### src/rtl/paint_ctrl_brush_pkg.sv
// Shared types for the brush paint controller: FSM encoding, eraser value and colour packing.
package paint_pkg;

    typedef enum logic [3:0] {
        IDLE            = 4'd0,
        INIT            = 4'd1,
        CHECK_C         = 4'd2,
        CHECK_ENTER     = 4'd3,
        DRAW_CURSOR     = 4'd4,
        CURSOR_PAL      = 4'd5,
        CHECK_ENTER_PAL = 4'd6,
        CHANGE_COLOR    = 4'd7,
        STAMP           = 4'd8,
        STAMP_END       = 4'd9
    } paint_state_t;

    localparam int ERASE_COLOR = 0;

    // Packs the low 'half' bits of y above the low 'half' bits of x.
    function automatic logic [31:0] compose_color(input logic [15:0] x, input logic [15:0] y,
                                                  input int half);
        logic [31:0] m;
        m = (32'd1 << half) - 32'd1;
        return (({16'd0, y} & m) << half) | ({16'd0, x} & m);
    endfunction

endpackage

### src/rtl/paint_ctrl_brush_if.sv
// Write handshake from the paint controller toward the frame-buffer writer.
interface paint_ctrl_brush_if #(
    parameter int X_W     = 6,
    parameter int Y_W     = 6,
    parameter int COLOR_W = 8
);
    logic [X_W-1:0]     out_x;
    logic [Y_W-1:0]     out_y;
    logic [COLOR_W-1:0] px_data;
    logic               wr_valid;
    logic               wr_ready;

    modport master (output out_x, out_y, px_data, wr_valid, input wr_ready);
    modport slave  (input out_x, out_y, px_data, wr_valid, output wr_ready);
endinterface

### src/rtl/paint_ctrl_brush_walker.sv
// Row-major S x S walk over the brush footprint with one-bit-wider targets for clipping.
module brush_walker #(
    parameter int X_W     = 6,
    parameter int Y_W     = 6,
    parameter int COLS    = 64,
    parameter int ROWS    = 64,
    parameter int BRUSH_W = 2
) (
    input  logic             clk,
    input  logic             rst,
    input  logic             start,
    input  logic             advance,
    input  logic [X_W-1:0]   x0,
    input  logic [Y_W-1:0]   y0,
    input  logic [BRUSH_W:0] s,
    output logic [X_W:0]     tx,
    output logic [Y_W:0]     ty,
    output logic             in_range,
    output logic             last
);
    logic [X_W-1:0]     bx;
    logic [Y_W-1:0]     by;
    logic [BRUSH_W-1:0] dx, dy, smax;

    always_ff @(negedge clk) begin
        if (rst) begin
            bx   <= '0;
            by   <= '0;
            dx   <= '0;
            dy   <= '0;
            smax <= '0;
        end else if (start) begin
            bx   <= x0;
            by   <= y0;
            dx   <= '0;
            dy   <= '0;
            smax <= BRUSH_W'(s - 1'b1);
        end else if (advance) begin
            if (dx == smax) begin
                dx <= '0;
                dy <= dy + 1'b1;
            end else begin
                dx <= dx + 1'b1;
            end
        end
    end

    assign tx       = {1'b0, bx} + (X_W+1)'(dx);
    assign ty       = {1'b0, by} + (Y_W+1)'(dy);
    assign in_range = (tx < (X_W+1)'(COLS)) && (ty < (Y_W+1)'(ROWS));
    assign last     = (dx == smax) && (dy == smax);
endmodule

### src/rtl/paint_ctrl_brush.sv
// Paint controller FSM with square brush stamping; PAINT_ERASER_EN adds the erase input.
module paint_ctrl_brush
    import paint_pkg::*;
#(
    parameter int X_W     = 6,
    parameter int Y_W     = 6,
    parameter int COLS    = 64,
    parameter int ROWS    = 64,
    parameter int COLOR_W = 8,
    parameter int BRUSH_W = 2
) (
    input  logic               clk,
    input  logic               rst,
    input  logic               init,
    input  logic [X_W-1:0]     in_x,
    input  logic [Y_W-1:0]     in_y,
    input  logic [BRUSH_W-1:0] brush_sel,
    input  logic               w_C,
    input  logic               w_Enter,
    input  logic               w_Enter_Paleta,
    input  logic               cursor_done,
    input  logic               cursor_paleta_done,
    input  logic [COLOR_W-1:0] px_data_cursor,
    input  logic [COLOR_W-1:0] px_data_cursor_paleta,
`ifdef PAINT_ERASER_EN
    input  logic               erase,
`endif
    paint_ctrl_brush_if.master wr,
    output logic               Cursor_S,
    output logic               Cursor_Paleta_S,
    output logic               paleta,
    output logic               compC,
    output logic               compEnt,
    output logic               compPal,
    output logic               busy,
    output logic [COLOR_W-1:0] color
);
    paint_state_t       state;
    logic [X_W-1:0]     x_r;
    logic [Y_W-1:0]     y_r;
    logic [COLOR_W-1:0] px_r, color_r, stamp_val;
    logic [X_W:0]       tx;
    logic [Y_W:0]       ty;
    logic               in_range, last, start, advance;

`ifdef PAINT_ERASER_EN
    assign stamp_val = erase ? COLOR_W'(ERASE_COLOR) : color_r;
`else
    assign stamp_val = color_r;
`endif

    assign start   = (state == CHECK_ENTER) && w_Enter;
    // Clipped targets spend one cycle and move on without waiting for the writer.
    assign advance = (state == STAMP) && (!in_range || wr.wr_ready);

    brush_walker #(
        .X_W(X_W), .Y_W(Y_W), .COLS(COLS), .ROWS(ROWS), .BRUSH_W(BRUSH_W)
    ) u_walker (
        .clk      (clk),
        .rst      (rst),
        .start    (start),
        .advance  (advance),
        .x0       (in_x),
        .y0       (in_y),
        .s        ({1'b0, brush_sel} + 1'b1),
        .tx       (tx),
        .ty       (ty),
        .in_range (in_range),
        .last     (last)
    );

    always_ff @(negedge clk) begin
        if (rst) begin
            state   <= IDLE;
            x_r     <= '0;
            y_r     <= '0;
            px_r    <= '0;
            color_r <= '0;
        end else begin
            case (state)
                IDLE:            if (init) state <= INIT;
                INIT: begin
                    x_r   <= in_x;
                    y_r   <= in_y;
                    state <= CHECK_C;
                end
                CHECK_C:         state <= w_C ? CURSOR_PAL : CHECK_ENTER;
                CHECK_ENTER: begin
                    if (w_Enter) begin
                        px_r  <= stamp_val;
                        state <= STAMP;
                    end else begin
                        state <= DRAW_CURSOR;
                    end
                end
                DRAW_CURSOR: begin
                    px_r <= px_data_cursor;
                    if (cursor_done) state <= INIT;
                end
                CURSOR_PAL: begin
                    px_r <= px_data_cursor_paleta;
                    if (cursor_paleta_done) state <= CHECK_ENTER_PAL;
                end
                CHECK_ENTER_PAL: state <= w_Enter_Paleta ? CHANGE_COLOR : CURSOR_PAL;
                CHANGE_COLOR: begin
                    color_r <= COLOR_W'(compose_color(16'(in_x), 16'(in_y), COLOR_W/2));
                    state   <= INIT;
                end
                STAMP:           if (advance && last) state <= STAMP_END;
                STAMP_END:       state <= INIT;
                default:         state <= IDLE;
            endcase
        end
    end

    // During a stamp the walker's target is the write address; otherwise the cursor latch.
    assign wr.out_x    = (state == STAMP) ? tx[X_W-1:0] : x_r;
    assign wr.out_y    = (state == STAMP) ? ty[Y_W-1:0] : y_r;
    assign wr.px_data  = px_r;
    assign wr.wr_valid = (state == STAMP) && in_range;

    assign Cursor_S        = (state == DRAW_CURSOR);
    assign Cursor_Paleta_S = (state == CURSOR_PAL);
    assign paleta          = (state == CURSOR_PAL);
    assign compC           = (state == CHECK_C);
    assign compEnt         = (state == CHECK_ENTER);
    assign compPal         = (state == CHECK_ENTER_PAL);
    assign busy            = (state != IDLE);
    assign color           = color_r;
endmodule

### src/flat_wrapper.sv
// flat-port wrapper written by rule: the top's interface ports become plain ports
module paint_ctrl_brush_flat import paint_pkg::*;
#(
    parameter int X_W     = 6,
    parameter int Y_W     = 6,
    parameter int COLS    = 64,
    parameter int ROWS    = 64,
    parameter int COLOR_W = 8,
    parameter int BRUSH_W = 2
)
  (clk, rst, init, in_x, in_y, brush_sel, w_C, w_Enter, w_Enter_Paleta, cursor_done, cursor_paleta_done, px_data_cursor, px_data_cursor_paleta, Cursor_S, Cursor_Paleta_S, paleta, compC, compEnt, compPal, busy, color, wr_out_x, wr_out_y, wr_px_data, wr_wr_valid, wr_wr_ready);
  paint_ctrl_brush_if #(.X_W(X_W), .Y_W(Y_W), .COLOR_W(COLOR_W)) wr_i ();
  input  logic clk;
  input  logic rst;
  input  logic init;
  input  logic [X_W-1:0] in_x;
  input  logic [Y_W-1:0] in_y;
  input  logic [BRUSH_W-1:0] brush_sel;
  input  logic w_C;
  input  logic w_Enter;
  input  logic w_Enter_Paleta;
  input  logic cursor_done;
  input  logic cursor_paleta_done;
  input  logic [COLOR_W-1:0] px_data_cursor;
  input  logic [COLOR_W-1:0] px_data_cursor_paleta;
  output logic Cursor_S;
  output logic Cursor_Paleta_S;
  output logic paleta;
  output logic compC;
  output logic compEnt;
  output logic compPal;
  output logic busy;
  output logic [COLOR_W-1:0] color;
  output wire logic [$bits(wr_i.out_x)-1:0] wr_out_x;
  output wire logic [$bits(wr_i.out_y)-1:0] wr_out_y;
  output wire logic [$bits(wr_i.px_data)-1:0] wr_px_data;
  output wire logic [$bits(wr_i.wr_valid)-1:0] wr_wr_valid;
  input wire logic [$bits(wr_i.wr_ready)-1:0] wr_wr_ready;
  assign wr_out_x = wr_i.out_x;
  assign wr_out_y = wr_i.out_y;
  assign wr_px_data = wr_i.px_data;
  assign wr_wr_valid = wr_i.wr_valid;
  assign wr_i.wr_ready = wr_wr_ready;
  paint_ctrl_brush #(.X_W(X_W), .Y_W(Y_W), .COLS(COLS), .ROWS(ROWS), .COLOR_W(COLOR_W), .BRUSH_W(BRUSH_W)) u_core (.clk(clk), .rst(rst), .init(init), .in_x(in_x), .in_y(in_y), .brush_sel(brush_sel), .w_C(w_C), .w_Enter(w_Enter), .w_Enter_Paleta(w_Enter_Paleta), .cursor_done(cursor_done), .cursor_paleta_done(cursor_paleta_done), .px_data_cursor(px_data_cursor), .px_data_cursor_paleta(px_data_cursor_paleta), .wr(wr_i), .Cursor_S(Cursor_S), .Cursor_Paleta_S(Cursor_Paleta_S), .paleta(paleta), .compC(compC), .compEnt(compEnt), .compPal(compPal), .busy(busy), .color(color));
endmodule
### config.mk
export PLATFORM = sky130hd
export DESIGN_NAME = paint_ctrl_brush_flat
export DESIGN_NICKNAME = d
export VERILOG_FILES = /design/src/rtl/paint_ctrl_brush_pkg.sv /design/src/rtl/paint_ctrl_brush_if.sv /design/src/rtl/paint_ctrl_brush_walker.sv /design/src/rtl/paint_ctrl_brush.sv /design/src/flat_wrapper.sv
export SDC_FILE = /design/constraint.sdc
export NUM_CORES = 1
export LEC_CHECK = 0
export ABC_CLOCK_PERIOD_IN_PS = 2950
export BUFFER_PORTS_ARGS = -buffer_cell sky130_fd_sc_hd__buf_2
export CORE_AREA = 8 8 130 108
export CTS_CLUSTER_DIAMETER = 30
export CTS_CLUSTER_SIZE = 8
export DETAILED_ROUTE_END_ITERATION = 10
export DIE_AREA = 0 0 138 116
export GPL_ROUTABILITY_DRIVEN = 0
export PLACE_DENSITY = 0.49
export SLEW_MARGIN = 10
export SYNTH_ARGS = -nofsm -noshare
export SYNTH_HDL_FRONTEND = slang
export SYNTH_HIERARCHICAL = 1
export SYNTH_SLANG_ARGS = --single-unit
### constraint.sdc
create_clock -name clk -period 2.95 [get_ports clk]
set_input_delay 0.885 -clock clk [delete_from_list [all_inputs] [get_ports clk]]
set_output_delay 0.885 -clock clk [all_outputs]
set_load 0.01 [all_outputs]
# Word level (Yosys, flattened, before mapping)
# Index checks and enable logic that the tools add are counted.
[op_classes]
addsub = 6
order_cmp = 2
n_eq_ne = 16
mux = 13
bitwise = 1
n_reduce_logical = 16
[op_table]
columns = ["operator", "n"]
rows = [
  ["one-hot mux 4 bit (9 select lines)", 1],
  ["one-hot mux 8 bit (3 select lines)", 1],
  ["2-to-1 mux 4 bit", 5],
  ["== test 4 x 3 -> 1 bit (second input constant)", 4],
  ["adder 6 x 2 -> 7 bit", 2],
  ["less-than comparator 7 bit (second input constant)", 2],
  ["2-to-1 mux 6 bit", 2],
  ["inequality test 2 bit (second input constant)", 5],
  ["== test 4 x 2 -> 1 bit (second input constant)", 2],
  ["== test 4 bit (second input constant)", 2],
  ["2-to-1 mux 8 bit", 1],
  ["OR 8 x 4 -> 8 bit", 1],
  ["adder 2 x 1 -> 2 bit (second input constant)", 3],
  ["logical AND 1 bit", 6],
  ["== test 2 bit", 2],
  ["== test 4 x 1 -> 1 bit (second input constant)", 1],
  ["logical NOT 4 bit", 1],
  ["2-to-1 mux 2 bit", 2],
  ["AND reduction 2 bit", 2],
  ["AND reduction 4 bit", 1],
  ["nonzero test 4 bit", 1],
  ["OR reduction 2 bit", 2],
  ["2-to-1 mux 3 bit", 1],
  ["nonzero test 3 bit", 1],
  ["3 further kinds", 3],
]
[totals]
reg_bits = 50
inputBits = 39
output_inout_bits = 36

# Logic depth before layout (Yosys ltp)
# Gate-level depths: netlist of run 1.
[logic_depth]
depth_word = 9
depth_mapped = 10
depth_no_buf = 10

# Hierarchy
# The synthesis of run 1 kept the hierarchy.
[by_module_without_submodules]
columns = ["module", "n_inst", "cells_each", "area_each_um2"]
rows = [
  ["paint_ctrl_brush", 1, 216, 1769.2],
  ["brush_walker", 1, 112, 1029.7],
]

==> flow_summary.toml, run 1 <==
[min_path]
min_to = "u_core/x_r[2]"
hold_start = "u_core/x_r[2]"
min_delay_path_depth = 2
hp-class = "register to register"

[yosys]
synth_area_um2 = 2800
ys_ff_latch = 50
ys_types = 47
async_reset_ff_share_pct = 0
syn_inst = 328
synth_nets = 374
synthFlopType = "dfxtp_1"
yosys_warnings = 6
synth-edff-count = 0
yosysSeqAreaShare_pct = 35.8
synth_area_per_cell_um2 = 8.53

[die]
pin_count = 75
core_area_um2 = 11900
num_rows = 36
dieArea_um2 = 16000
fp.dieH_um = 116
die_w_um = 138
initial_core_util_pct = 23.5

[final_layout]
mostFrequentLayoutCell = "nand2_1"
area_growth_pct = 69.5
stdcell_area_um2 = 4740
final_cell_mix = "nand2_1, inv_1, buf_4, buf_2, buf_6"
drive_above_1_share_pct = 47.1
multi_input_area_um2 = 1910
nets = 557
diodes = 0
instances_no_fill = 664
fill_cells = 1238
final-seq-area_um2 = 1050

[pwr]
leakage_nw = 2.15
power.density_nw_per_um2 = 380
p_sw_share_pct = 31.4
intPower_mw = 1.24
power.total_mw = 1.80
clkPwrFrac_pct = 45.8
seq_power_share_pct = 39.0
pwr-share-comb_pct = 15.1
vdd_drop_max_uv = 180
p_switching_mw = 0.566

[clocking]
clock_path_buffers = 2
clock_sinks = 50
clk_latency_ns = 0.37
path_clk_slew_ns = 0.04
cts_tree = "built"
htreeDepth = 2
cts_buffers = 5
cts_root_buffer = "clkbuf_16"

[timing]
rsz0062_at_grt = "yes"
finalSetupTns_ns = -23.45
slew_violations = 0
skew_ns = 0.0139
tightest_slew_ns = 0.500
setup_ws_ns = -1.24
setup_viol = 36
final_hold_viol_count = 0
timing.slew.headroom_pct = 66.6

[worst_setup_path]
cp-start-kind = "register"
rr_worst_depth = 10
crit_fanout = 3
critPathKind = "register to output pin"
crit_required_ns = 2.07
rrSetupSlack_ns = 0.96
crit_path_end_kind = "output pin"
r2r_start = "u_core/u_walker/by[0]"
worstReg2RegEnd = "u_core/u_walker/dy[1]"
crit_arrival_ns = 3.31

[route]
routed_wl_um = 9640
firstDrtPassIters = 4
postRouteAntennaNets = 0
num_vias = 2947
wire_per_inst_um = 14.5
viasPerCell = 4.44
drtIter0Drc = 112
drc = 0

[status]
status = "finished, violations left"
violations = "setup timing"

[run]
maxCapViolCount = 0

[global_route]
grt_usage_pct = 11.6
grt_overflow = 0
first_global_vias = 3135
antenna_found_initial = 0
grt_first_pass_wirelength_um = 15200
grt_max_degree = 18

[place]
portBuffers = 74
placed_cells = 572
pre_cts_slack_ns = -0.924
place_area_um2 = 3700
hpwl_um = 6550
## power by group through the flow
stage / clock, mW / sequential (mW) / combinational (mW)
after global placement: 0.108 / 0.711 / 0.211
after detailed placement: 0.108 / 0.712 / 0.212
after floorplan: 0.108 / 0.712 / 0.126
after CTS: 0.878 / 0.704 / 0.266
final: 0.826 / 0.704 / 0.272
after global routing: 0.957 / 0.703 / 0.295
## stage by stage
step / utilization (%) / hold slack, ns
floorplan: - / 0.434
global placement: 31.1 / 0.439
detailed placement: 31.1 / 0.444
CTS: 38.9 / 0.448
global route: 39.9 / 0.466
finish: 39.9 / 0.446
## worst max path at each step
stage,from,to,slack [ns]
after floorplan,u_core/state[2],wr_out_x[3],-0.74
after global placement,u_core/u_walker/bx[0],wr_out_x[1],-0.90
after detailed placement,u_core/u_walker/bx[0],wr_wr_valid,-0.92
after CTS,u_core/u_walker/dx[0],wr_wr_valid,-1.27
after global routing,u_core/u_walker/dx[0],wr_out_x[4],-1.32
final,u_core/u_walker/dx[0],wr_out_x[4],-1.24
## Yosys cell counts, drive strengths merged, types with 5 or more instances
| cell type | number | share of area, % |
|---|---|---|
| xnor2 | 7 | 2.2 |
| a21oi | 32 | 6.1 |
| mux2 | 12 | 5.8 |
| dfxtp | 50 | 36 |
| xor2 | 6 | 2.4 |
| clkbuf | 5 | 0.67 |
| o211ai | 8 | 2.1 |
| nor3 | 6 | 1.1 |
| nor2b | 7 | 1.6 |
| buf | 14 | 3.9 |
| inv | 14 | 1.9 |
| nand2 | 72 | 9.7 |
| nor2 | 27 | 3.7 |
| mux2i | 23 | 8.2 |
| ha | 5 | 2.2 |
## cell type report
| class | instances | area share [%] |
|---|---|---|
| Sequential cell | 50 | 22.1 |
| Inverter | 12 | 0.950 |
| Multi-Input combinational cell | 246 | 40.3 |
| Clock buffer | 5 | 2.64 |
| Timing Repair Buffer | 146 | 25.8 |
| Tap cell | 152 | 4.01 |
| Clock inverter | 53 | 4.25 |
## what timing repair did
| item | CTS | global route |
|---|---|---|
| resized for setup | 85 | 18 |
| setup buffers | 25 | 9 |
| setup endpoints to repair | 48 | 49 |
| hold buffers | 0 | 0 |
| pin swaps | 10 | 9 |
| endpoints found under the hold margin | 0 | 0 |
| cloned | 3 | 0 |
## flip-flops by register name, indices dropped and copies added (netlist names)
name / count
u_core/u_walker/dx: 2
u_core/state: 4
u_core/x_r: 6
u_core/color: 8
u_core/u_walker/smax: 2
u_core/u_walker/dy: 2
u_core/u_walker/by: 6
u_core/y_r: 6
u_core/wr.px_data: 8
u_core/u_walker/bx: 6
## cell families (layout without fill, tap and decap cells)
kind of cell	Yosys count	in the layout	synth area share (%)
AOI/OAI and AO/OA	55	55	12.0
xor gates and xnor gates	13	13	4.60
adders and majority gates	7	7	3.67
buffers and inverters	33	216	6.44
DFF	50	50	35.8
muxes	35	35	14.0
and+or+nand+nor	135	136	23.6
## worst max-delay path: stages (launching register included)
cell     delay [ns]
dfxtp_4        0.35
ha_4           0.12
inv_2          0.03
fa_2           0.38
nor2_2         0.11
xor2_1         0.08
mux2_4         0.27
buf_6          0.12
## per-layer routing
| layer | vias to the layer above | track usage, % | share of wire (%) | wire length [um] |
|---|---|---|---|---|
| met3 | 7 | 4.18 | 5.5 | 534 |
| met2 | 85 | 18.0 | 46 | 4400 |
| met1 | 1382 | 14.1 | 48 | 4610 |
| met5 | - | 0 | 0 | 0 |
| met4 | 0 | 5.64 | 1.0 | 99 |
| li1 | 1473 | - | - | - |
No activity file was read; power rests on OpenSTA's default activity.
==> run 2: changes to the inputs <==
ABC_CLOCK_PERIOD_IN_PS = 3900   (was 2950)
clock period = 3.9 ns   (was 2.95 ns; I/O delays follow)
==> flow_summary.toml, run 2 (synthesized netlist as in run 1, its figures left out) <==
[route]
drtIter0Drc = 97
num_vias = 2890
routed_wl_um = 9170
drc = 0
firstDrtPassIters = 4
viasPerCell = 4.45
postRouteAntennaNets = 0
wire_per_inst_um = 14.1

[clocking]
cts_hold_repair.buffers = 0
cts_root_buffer = "clkbuf_16"
htreeDepth = 2
clock_sinks = 50
cts_tree = "built"
clock_path_buffers = 2
cts_buffers = 5
clk_latency_ns = 0.38
path_clk_slew_ns = 0.03

[die]
core_area_um2 = 11900
fp.dieH_um = 116
dieArea_um2 = 16000
initial_core_util_pct = 23.5
num_rows = 36
die_w_um = 138
pin_count = 75

[global_route]
grt_max_degree = 25
first_global_vias = 3009
antenna_found_initial = 0
grt_usage_pct = 11.3
grt_first_pass_wirelength_um = 14900
grt_overflow = 0

[timing]
final_hold_viol_count = 0
slew_violations = 0
timing.slew.headroom_pct = 65.7
finalSetupTns_ns = -16.70
setup_viol = 36
setup_ws_ns = -1.05
rsz0062_at_grt = "yes"
skew_ns = 0.0220
tightest_slew_ns = 0.513

[worst_setup_path]
cp-start-kind = "register"
rrSetupSlack_ns = 1.87
crit_arrival_ns = 3.78
critPathKind = "register to output pin"
crit_path_end_kind = "output pin"
crit_required_ns = 2.73
r2r_start = "u_core/u_walker/by[0]"
rr_worst_depth = 10
crit_fanout = 3
worstReg2RegEnd = "u_core/state[0]"

[final_layout]
final-seq-area_um2 = 1050
final_cell_mix = "nand2_1, inv_1, buf_4, buf_2, buf_6"
diodes = 0
area_growth_pct = 64.4
final_util_pct = 38.7
fill_cells = 1262
mostFrequentLayoutCell = "nand2_1"
nets = 543
multi_input_area_um2 = 1840
drive_above_1_share_pct = 44.8

[pwr]
power.density_nw_per_um2 = 310
p_sw_share_pct = 30.3
intPower_mw = 0.995
clkPwrFrac_pct = 49.1
vdd_drop_max_uv = 165
p_switching_mw = 0.433
pwr-share-comb_pct = 13.6
leakage_nw = 2.09
seq_power_share_pct = 37.3

[status]
status = "finished, violations left"
violations = "setup timing"

[min_path]
hp-class = "register to register"
min_to = "u_core/x_r[0]"
hold_start = "u_core/x_r[0]"
min_delay_path_depth = 2

[place]
hpwl_um = 6580
portBuffers = 74
pre_cts_slack_ns = -0.739

[run]
maxCapViolCount = 0
==> run 2: layout make-up <==
type | instances | area share, %
Clock inverter | 53 | 4.92
Clock buffer | 5 | 2.72
Sequential cell | 50 | 22.7
Multi-Input combinational cell | 245 | 40.0
Inverter | 12 | 0.979
Tap cell | 152 | 4.13
Timing Repair Buffer | 133 | 24.5
==> run 2: worst max-delay path, stage by stage (launching register included) <==
cell and delay, ns:
dfxtp_2 0.34, ha_4 0.14, inv_2 0.03, fa_2 0.38, nor2_2 0.11, xor2_1 0.07, mux2_4 0.26, buf_6 0.12
==> run 2: worst max-delay path by stage <==
stage	startpoint	end	cells after the start
finish	u_core/u_walker/by[0]	wr_out_y[4]	7
CTS	u_core/u_walker/bx[0]	wr_out_x[4]	7
global placement	u_core/u_walker/bx[0]	wr_wr_valid	7
detailed placement	u_core/u_walker/bx[0]	wr_wr_valid	7
floorplan	u_core/state[2]	wr_out_x[3]	4
global route	u_core/u_walker/bx[0]	wr_out_x[4]	7
==> run 2: per-stage QoR <==
step	power, mW	instances	instance area, um2	hold WS, ns
global placement	0.773	568	3630	0.439
global route	1.55	650	4600	0.475
finish	1.43	650	4600	0.451
detailed placement	0.775	568	3630	0.444
floorplan	0.711	328	2940	0.434
CTS	1.46	641	4470	0.450
==> run 2: what timing repair did <==
item	in CTS	in global routing
endpoints found under the setup margin	36	36
pin swaps	11	8
buffers inserted	15	11
resized for setup	76	20
cloned	2	0
==> run 2: power by group through the flow <==
stage | Sequential, mW | Combinational, mW | Clock [mW]
after floorplan | 0.538 | 0.0912 | 0.0815
after global placement | 0.538 | 0.154 | 0.0815
after CTS | 0.533 | 0.189 | 0.738
final | 0.532 | 0.194 | 0.701
after global routing | 0.532 | 0.212 | 0.807
after detailed placement | 0.538 | 0.155 | 0.0815
==> run 2: routing by layer <==
| metal | part of all wire (%) | wire length (um) | up-vias | track usage, % |
|---|---|---|---|---|
| met1 | 47 | 4270 | 1346 | 13.6 |
| li1 | - | - | 1441 | - |
| met3 | 6.9 | 630 | 13 | 5.04 |
| met5 | 0 | 0 | - | 0 |
| met4 | 0.92 | 84 | 0 | 4.26 |
| met2 | 46 | 4180 | 90 | 17.6 |
==> run 3: changes to the inputs <==
==> constraint.sdc (replaced) <==
create_clock -name clk -period 3.9 [get_ports clk]
set_input_delay 1.17 -clock clk [delete_from_list [all_inputs] [get_ports clk]]
set_output_delay 1.17 -clock clk [all_outputs]
set_load 0.05 [all_outputs]
==> flow_summary.toml, run 3 (synthesized netlist as in run 1, its figures left out) <==
[worst_setup_path]
cp-start-kind = "register"
crit_path_max_incr_delay_ns = 0.37
slowest_stage = "fa_2"
crit_path_end_kind = "output pin"
crit_fanout = 3
critical-path-top-delay-family = "adder cells"
crit_required_ns = 2.73
critPathBufInv = 3
crit_chain = "ha_4 -> inv_2 -> fa_2 -> buf_6 -> xnor2_2 -> mux2_4 -> buf_8"
critPathKind = "register to output pin"
crit_arrival_ns = 3.90

[status]
violations = "setup timing"
status = "finished, violations left"

[timing]
skew_ns = 0.0158
setup_viol = 36
setup_ws_ns = -1.17
rsz0062_at_grt = "yes"
final_hold_viol_count = 0
tightest_slew_ns = 1.05
slew_violations = 0
timing.slew.headroom_pct = 29.5
finalSetupTns_ns = -18.58

[place]
portBuffers = 74
hpwl_um = 6650
place_area_um2 = 3640

[route]
drc = 0
routed_wl_um = 9510
num_vias = 2920
viasPerCell = 4.46
firstDrtPassIters = 5
wire_per_inst_um = 14.5
drtIter0Drc = 104
postRouteAntennaNets = 0

[clocking]
cts_tree = "built"
clk_latency_ns = 0.38
htreeDepth = 2
clock_path_buffers = 2
cts_root_buffer = "clkbuf_16"
clock_sinks = 50
path_clk_slew_ns = 0.03
cts_buffers = 5

[global_route]
antenna_found_initial = 0
first_global_vias = 3198
grt_overflow = 0
grt_first_pass_wirelength_um = 15300
grt_max_degree = 21
grt_usage_pct = 11.8

[final_layout]
final-seq-area_um2 = 1040
stdcell_area_um2 = 4700
drive_above_1_share_pct = 45.4
diodes = 0
mostFrequentLayoutCell = "nand2_1"
fill_cells = 1247
area_growth_pct = 67.9
multi_input_area_um2 = 1810
nets = 547
final_cell_mix = "nand2_1, inv_1, buf_4, buf_2, a21oi_1"

[die]
fp.dieH_um = 116
initial_core_util_pct = 23.5
core_area_um2 = 11900
die_w_um = 138
dieArea_um2 = 16000
num_rows = 36
pin_count = 75

[pwr]
leakage_nw = 2.07
power.total_mw = 1.40
vdd_drop_max_uv = 162
power.density_nw_per_um2 = 299

[run]
maxCapViolCount = 0

[min_path]
hp-class = "register to register"
## run 3: final timing paths
kind | from | cells after the start | slack (ns) | to
max | u_core/u_walker/bx[0] | 7 | -1.17 | wr_out_x[2]
max reg2reg | u_core/u_walker/bx[0] | 10 | 1.73 | u_core/u_walker/dy[0]
min reg2reg | u_core/x_r[5] | 2 | 0.45 | u_core/x_r[5]
min | u_core/x_r[5] | 2 | 0.45 | u_core/x_r[5]
## run 3: power by group
part	switching [mW]	total [mW]	internal, mW
sequential	0.00736	0.532	0.525
combinational	0.129	0.240	0.111
clock	0.331	0.633	0.301
total	0.468	1.40	0.937
## run 3: layout make-up
class / count / area share (%)
Inverter: 12 / 0.959
Multi-Input combinational cell: 245 / 38.6
Tap cell: 152 / 4.05
Timing Repair Buffer: 137 / 27.2
Sequential cell: 50 / 22.2
Clock buffer: 5 / 2.66
Clock inverter: 53 / 4.31
## run 3: per-stage QoR
step | worst slack, ns | hold slack, ns | utilization (%) | std cells
floorplan | -0.663 | 0.434 | - | 328
global placement | -0.872 | 0.440 | 30.6 | 574
detailed placement | -1.00 | 0.446 | 30.6 | 574
CTS | -1.16 | 0.451 | 38.8 | 650
global route | -1.23 | 0.475 | 39.5 | 654
finish | -1.17 | 0.448 | 39.5 | 654
## run 3: worst register-to-register path, cell delays in order, from the launching register on
cell     delay [ns]
dfxtp_2        0.34
ha_4           0.15
inv_2          0.04
fa_2           0.37
nor3_2         0.15
buf_4          0.14
nor2_1         0.04
nor2b_1        0.16
nor2b_2        0.16
nor3b_4        0.30
mux2i_1        0.24
## run 3: per-layer routing
metal	vias to the layer above	share of wire, %	track usage [%]
met1	1390	46	13.7
met4	0	1.2	5.13
li1	1444	-	-
met2	72	47	19.0
met3	14	5.4	4.71
met5	-	0	0
## run 3: timing repair
action                                  in CTS  in global routing
buffers inserted                            19                  6
endpoints found under the hold margin        0                  0
resized for setup                          146                 21
cloned                                       1                  0
pin swaps                                    8                  4
hold buffers                                 0                  0
endpoints found under the setup margin      36                 36
